## config.mk

```make
export PLATFORM = sky130hd
export DESIGN_NAME = stencil_unrolled_ctrl
export DESIGN_NICKNAME = d
export VERILOG_FILES = /design/src/rtl/stencil_ctrl_pkg.sv /design/src/rtl/loop_nest_counter.sv /design/src/rtl/stencil_unrolled_ctrl.sv
export SDC_FILE = /design/constraint.sdc
export NUM_CORES = 1
export LEC_CHECK = 0
export CAP_MARGIN = 15
export CORE_ASPECT_RATIO = 1.4
export CORE_MARGIN = 2
export CORE_UTILIZATION = 42
export CTS_BUF_LIST = sky130_fd_sc_hd__clkbuf_16
export CTS_CLUSTER_DIAMETER = 80
export DETAILED_ROUTE_END_ITERATION = 16
export PLACE_DENSITY = 0.69
export SYNTH_ARGS = -nofsm -noshare
export SYNTH_HDL_FRONTEND = slang
export SYNTH_SLANG_ARGS = --single-unit
```

## constraint.sdc

```tcl
create_clock -name clk -period 2.1 [get_ports clk]
set_input_delay 0.21 -clock clk [delete_from_list [all_inputs] [get_ports clk]]
set_output_delay 0.21 -clock clk [all_outputs]
set_load 0.1 [all_outputs]
```

## src/rtl/stencil_ctrl_pkg.sv

```systemverilog
`default_nettype none
// ============================================================================
// Module      : stencil_ctrl_pkg
// Description : Shared types and helpers for the unrolled stencil loop-nest
//               controller: FSM state encoding, max and width helpers.
// Revision    : 1.0 - initial release
// ============================================================================
package stencil_ctrl_pkg;

    // Controller FSM states
    typedef enum logic [1:0] {
        S_IDLE = 2'd0,
        S_RUN  = 2'd1,
        S_DONE = 2'd2
    } ctrl_state_t;

    // Larger of two integers, used to size the iteration schedule
    function automatic int max_of(input int a, input int b);
        return (a > b) ? a : b;
    endfunction

    // Bits needed to encode n distinct values (never less than 1)
    function automatic int width_of(input int n);
        return (n <= 2) ? 1 : $clog2(n);
    endfunction

    // Bits needed to hold any value in 0..max_val
    function automatic int cnt_width(input int max_val);
        return width_of(max_val + 1);
    endfunction

endpackage : stencil_ctrl_pkg
`default_nettype wire

```

## src/rtl/loop_nest_counter.sv

```systemverilog
`default_nettype none
// ============================================================================
// Module      : loop_nest_counter
// Description : Column/row walker over an image in UNROLL-wide column groups.
//               The column steps by UNROLL and wraps into the next row; the
//               whole walk wraps back to (0,0) after the last group.
// Revision    : 1.0 - initial release
// ============================================================================
module loop_nest_counter
    import stencil_ctrl_pkg::*;
#(
    parameter int UNROLL = 4,
    parameter int IMG_W  = 16,
    parameter int ROWS   = 6,
    parameter int YW     = width_of(ROWS)
) (
    input  logic                       clk,
    input  logic                       rst_n,
    input  logic                       clr,
    input  logic                       adv,
    output logic [width_of(IMG_W)-1:0] x,
    output logic [YW-1:0]              y,
    output logic                       last
);

    localparam int XW = width_of(IMG_W);
    localparam logic [XW-1:0] C_X_LAST = XW'(IMG_W - UNROLL);
    localparam logic [XW-1:0] C_X_STEP = XW'(UNROLL);
    localparam logic [YW-1:0] C_Y_LAST = YW'(ROWS - 1);

    logic [XW-1:0] x_q, x_d;
    logic [YW-1:0] y_q, y_d;

    // Next coordinate: clear wins, otherwise step only when advanced
    always_comb begin
        x_d = x_q;
        y_d = y_q;
        if (clr) begin
            x_d = '0;
            y_d = '0;
        end else if (adv) begin
            if (x_q == C_X_LAST) begin
                x_d = '0;
                y_d = (y_q == C_Y_LAST) ? '0 : y_q + 1'b1;
            end else begin
                x_d = x_q + C_X_STEP;
            end
        end
    end

    // Coordinate registers
    always_ff @(posedge clk or negedge rst_n) begin
        if (!rst_n) begin
            x_q <= '0;
            y_q <= '0;
        end else begin
            x_q <= x_d;
            y_q <= y_d;
        end
    end

    assign x    = x_q;
    assign y    = y_q;
    assign last = (x_q == C_X_LAST) && (y_q == C_Y_LAST);

endmodule : loop_nest_counter
`default_nettype wire

```

## src/rtl/stencil_unrolled_ctrl.sv

```systemverilog
`default_nettype none
// ============================================================================
// Module      : stencil_unrolled_ctrl
// Description : Loop-nest controller for unrolled 2-D stencil pipelines.
//               Issues producer (t1) iterations, then stencil-update
//               iterations DELAY iterations later, with stall freezing the
//               whole schedule. Optional busy-cycle counter is built when
//               STENCIL_CTRL_PERF_EN is defined.
// Revision    : 1.0 - initial release
// ============================================================================
module stencil_unrolled_ctrl
    import stencil_ctrl_pkg::*;
#(
    parameter int UNROLL = 4,
    parameter int IMG_W  = 16,
    parameter int IMG_H  = 6,
    parameter int DELAY  = 2 * (IMG_W / UNROLL) + 1
) (
    input  logic                       clk,
    input  logic                       rst_n,
    input  logic                       start,
    input  logic                       stall,
    output logic                       busy,
    output logic                       done,
    output logic                       t1_en,
    output logic [width_of(IMG_W)-1:0] t1_x,
    output logic [width_of(IMG_H)-1:0] t1_y,
    output logic                       upd_en,
    output logic [width_of(IMG_W)-1:0] upd_x,
    output logic [width_of(IMG_H)-1:0] upd_y
`ifdef STENCIL_CTRL_PERF_EN
    ,
    output logic [31:0]                perf_cycles
`endif
);

    localparam int C_COLS  = IMG_W / UNROLL;
    localparam int C_N_IN  = C_COLS * IMG_H;
    localparam int C_N_OUT = C_COLS * (IMG_H - 2);
    localparam int C_LAST  = max_of(C_N_IN, DELAY + C_N_OUT) - 1;
    // g must reach LAST+1 on the exit step without wrapping
    localparam int GW      = cnt_width(C_LAST + 1);
    localparam int YW      = width_of(IMG_H);

    localparam logic [GW-1:0] C_G_N_IN    = GW'(C_N_IN);
    localparam logic [GW-1:0] C_G_DELAY   = GW'(DELAY);
    localparam logic [GW-1:0] C_G_UPD_END = GW'(DELAY + C_N_OUT);
    localparam logic [GW-1:0] C_G_LAST    = GW'(C_LAST);

    ctrl_state_t   state_q, state_d;
    logic [GW-1:0] g_q, g_d;
    logic          w_clr;
    logic          w_run;
    logic          w_t1_last;
    logic          w_upd_last;
    logic          w_unused_last;

    // Next state and global iteration counter
    always_comb begin
        state_d = state_q;
        g_d     = g_q;
        w_clr   = 1'b0;
        case (state_q)
            S_IDLE: begin
                if (start) begin
                    state_d = S_RUN;
                    g_d     = '0;
                    w_clr   = 1'b1;
                end
            end
            S_RUN: begin
                if (!stall) begin
                    g_d = g_q + 1'b1;
                    if (g_q == C_G_LAST) begin
                        state_d = S_DONE;
                    end
                end
            end
            S_DONE: begin
                state_d = S_IDLE;
            end
            default: begin
                state_d = S_IDLE;
            end
        endcase
    end

    // State register and iteration counter
    always_ff @(posedge clk or negedge rst_n) begin
        if (!rst_n) begin
            state_q <= S_IDLE;
            g_q     <= '0;
        end else begin
            state_q <= state_d;
            g_q     <= g_d;
        end
    end

    // Status decoded straight from the state flop; strobes are gated by stall
    assign w_run  = (state_q == S_RUN);
    assign busy   = w_run;
    assign done   = (state_q == S_DONE);
    assign t1_en  = w_run && !stall && (g_q < C_G_N_IN);
    assign upd_en = w_run && !stall && (g_q >= C_G_DELAY) && (g_q < C_G_UPD_END);

    loop_nest_counter #(
        .UNROLL (UNROLL),
        .IMG_W  (IMG_W),
        .ROWS   (IMG_H),
        .YW     (YW)
    ) u_t1_cnt (
        .clk    (clk),
        .rst_n  (rst_n),
        .clr    (w_clr),
        .adv    (t1_en),
        .x      (t1_x),
        .y      (t1_y),
        .last   (w_t1_last)
    );

    loop_nest_counter #(
        .UNROLL (UNROLL),
        .IMG_W  (IMG_W),
        .ROWS   (IMG_H - 2),
        .YW     (YW)
    ) u_upd_cnt (
        .clk    (clk),
        .rst_n  (rst_n),
        .clr    (w_clr),
        .adv    (upd_en),
        .x      (upd_x),
        .y      (upd_y),
        .last   (w_upd_last)
    );

    // Frame end is tracked by g; the walkers' own last flags are spare
    assign w_unused_last = w_t1_last ^ w_upd_last;

`ifdef STENCIL_CTRL_PERF_EN
    logic [31:0] perf_q, perf_d;

    // Busy-cycle count: cleared on start acceptance, saturating, frozen outside RUN
    always_comb begin
        perf_d = perf_q;
        if ((state_q == S_IDLE) && start) begin
            perf_d = '0;
        end else if (w_run && (perf_q != 32'hFFFF_FFFF)) begin
            perf_d = perf_q + 32'd1;
        end
    end

    // Performance counter register
    always_ff @(posedge clk or negedge rst_n) begin
        if (!rst_n) begin
            perf_q <= '0;
        end else begin
            perf_q <= perf_d;
        end
    end

    assign perf_cycles = perf_q;
`endif

endmodule : stencil_unrolled_ctrl
`default_nettype wire

```

==> results_dict.tcl <==
set metrics [dict create \
    status "complete, no violations" \
    grt_pass1_wl_mm 3.505 \
    max_freq_ghz 0.5084 \
    nFillCells 198 \
    avgSynthCellArea_sq_um 9.733 \
    cts_root_buffer "clkbuf_16" \
    synthArstFlopShare 1.000 \
    finalSetupViolCount 0 \
    cts_tree "yes" \
    ys_ff_latch 17 \
    clk_pin_slew_ns 0.05 \
    crit_path_end_kind "output port" \
    placed_cell_area_sq_mm 0.001207 \
    cts_buffer_depth 2 \
    core_area_sq_mm 0.002338 \
    cp.required_ns 1.89 \
    reg2reg_from "state_q[1]" \
    syn-instance-count 104 \
    timing.final.ws_setup_ns 0.1330 \
    nets 140 \
    startpoint_type "flip-flop" \
    start_util 0.4329 \
    cts_inserted_buffers 3 \
    drive_gt1_frac 0.2558 \
    netlist_area_sq_mm 0.001012 \
    vias_per_cell 5.414 \
    num_rows 21 \
    worstSkewPairLatency_ns 0.25 \
    dominantRegCellSynth "dfrtp_1" \
    clock-sinks 17 \
    drc 0 \
    port_buffers 17 \
    postRouteAntennaNets 0 \
    die_y_um 62.09 \
    hpwl_mm 1.548 \
    worst-path-max-fanout 5 \
    slew_viol_final 0 \
    diodes 0 \
    path_class "flip-flop to output port" \
    place.gp.congestion 0.7198 \
    die-area_sq_mm 0.002824 \
    hold_path_class "primary input to asynchronous set/reset pin" \
    clock-skew-final_ns 0.004797 \
    rsz0062_at_grt "false" \
    fin_tns_setup_ns 0 \
    final_util 0.5645 \
    area_delta_synth_final_pct 30.41 \
    ys_warn_count 0 \
    pin_count 22 \
    wl_per_cell_um 14.12 \
    drv_cap 0 \
    finalWirelength_mm 2.146 \
    dr.pass1.iters 4 \
    die_w_um 45.49 \
    grt_max_degree 18 \
    pre_cts_slack_ns 0.1941 \
    final_cell_area_sq_mm 0.001320 \
    antenna_found_initial 0 \
    synth_enable_flop_cells 0 \
    htreeDepth 1 \
    grt_usage 0.1756 \
    vias 823 \
    period_needed_ns 1.967 \
    arrival_ns 1.76 \
    synth.distinct_cells 38 \
    overflow 0 \
    ys_seq_area_frac 0.4203 \
    finalHoldViolCount 0 \
    drtIter0Drc 16 \
    grt_pass1_vias 817 \
    fin_crit_sh 0.9367 \
    worstSetupStartpoint "g_q[0]" \
]
## state kept, by name (all words and copies together), names as in the netlist
register	cells
state_q	2
u_t1_cnt.x	2
u_upd_cnt.y	3
g_q	5
u_t1_cnt.y	3
u_upd_cnt.x	2
## cells in the mapped netlist (2+ instances only)
library cell | instances | share of area
nand2_1 | 13 | 0.048
inv_1 | 6 | 0.022
nor2_1 | 4 | 0.015
or3_1 | 2 | 0.012
dfrtp_1 | 17 | 0.42
or2_2 | 2 | 0.012
buf_4 | 4 | 0.030
nand3_1 | 2 | 0.0099
o21ai_0 | 4 | 0.020
nand2b_1 | 4 | 0.025
and2_1 | 2 | 0.012
ha_1 | 6 | 0.074
a21oi_1 | 5 | 0.025
or4_1 | 2 | 0.015
mux2i_1 | 8 | 0.079
## metal layers
metal / vias to the layer above / part of all wire / GRT usage
met3: 5 / 0.023 / 0.02601
li1: 408 / - / -
met1: 399 / 0.41 / 0.1985
met4: 0 / 0.024 / 0.1008
met5: - / 0 / 0
met2: 11 / 0.54 / 0.3078
## kinds of logic after synthesis
kind of cell	synth area share
compound gates	0.1224
fa+ha+maj	0.07416
buf+inv	0.07168
flops	0.4203
mux	0.09024
other cells	0.003705
simple gates	0.2176
## cell type report
type | count | area, sq um | area share
sequential | 17 | 427.9 | 0.3242
clock inverter | 1 | 5.005 | 0.003791
tap | 23 | 28.78 | 0.02180
multi-input combinational | 77 | 528.0 | 0.4000
clock buffer | 3 | 75.07 | 0.05687
timing repair buffer | 25 | 232.7 | 0.1763
inverter | 6 | 22.52 | 0.01706
## layout by cell type, fill, tap and decap left out, types with 3 or more instances in the layout
cell type	netlist	routed
ha_1	6	6
clkdlybuf4s50_1	0	3
buf_12	0	3
nor2_1	4	3
a21oi_1	5	5
clkbuf_16	0	3
nand2_1	13	13
conb_1	1	4
nand2b_1	4	4
dfrtp_1	17	15
inv_1	6	6
buf_4	4	19
o21ai_0	4	4
mux2i_1	8	8
## final timing paths
| check | slack (ns) | depth (start not counted) | end |
|---|---|---|---|
| hold / removal | 0.28 | 2 | u_upd_cnt.y[2] |
| min in group clk | 0.53 | 2 | u_upd_cnt.y[2] |
| setup / recovery | 0.13 | 5 | upd_en |
| max in group asynchronous | 1.62 | 2 | g_q[0] |
| hold reg to reg | 0.53 | 2 | u_upd_cnt.y[2] |
| setup reg to reg | 0.36 | 3 | u_t1_cnt.y[0] |
## per-stage QoR
step | hold slack, ns | std cells
5_1_grt | 0.3164 | 152
3_3_place_gp | 0.5064 | 144
3_5_place_dp | 0.5192 | 144
2_1_floorplan | -0.08559 | 107
4_1_cts | 0.2945 | 148
6_report | 0.2784 | 152
## worst max-delay path, stage by stage, from the launching register on
cell and delay (ns):
dfrtp_2 0.43, buf_4 0.14, o41a_1 0.41, o211ai_1 0.23, inv_1 0.12, buf_12 0.18
## timing repair
| item | 4_1_cts | 5_1_grt |
|---|---|---|
| buffers inserted | 0 | 4 |
| endpoints found under the setup margin | 0 | 1 |
| endpoints found under the hold margin | 0 | 0 |
| hold buffers | 0 | 0 |
| resized for setup | 0 | 3 |
Power is not shown: default switching activity piles up to over one toggle a cycle in this logic, so the estimate is an artifact.
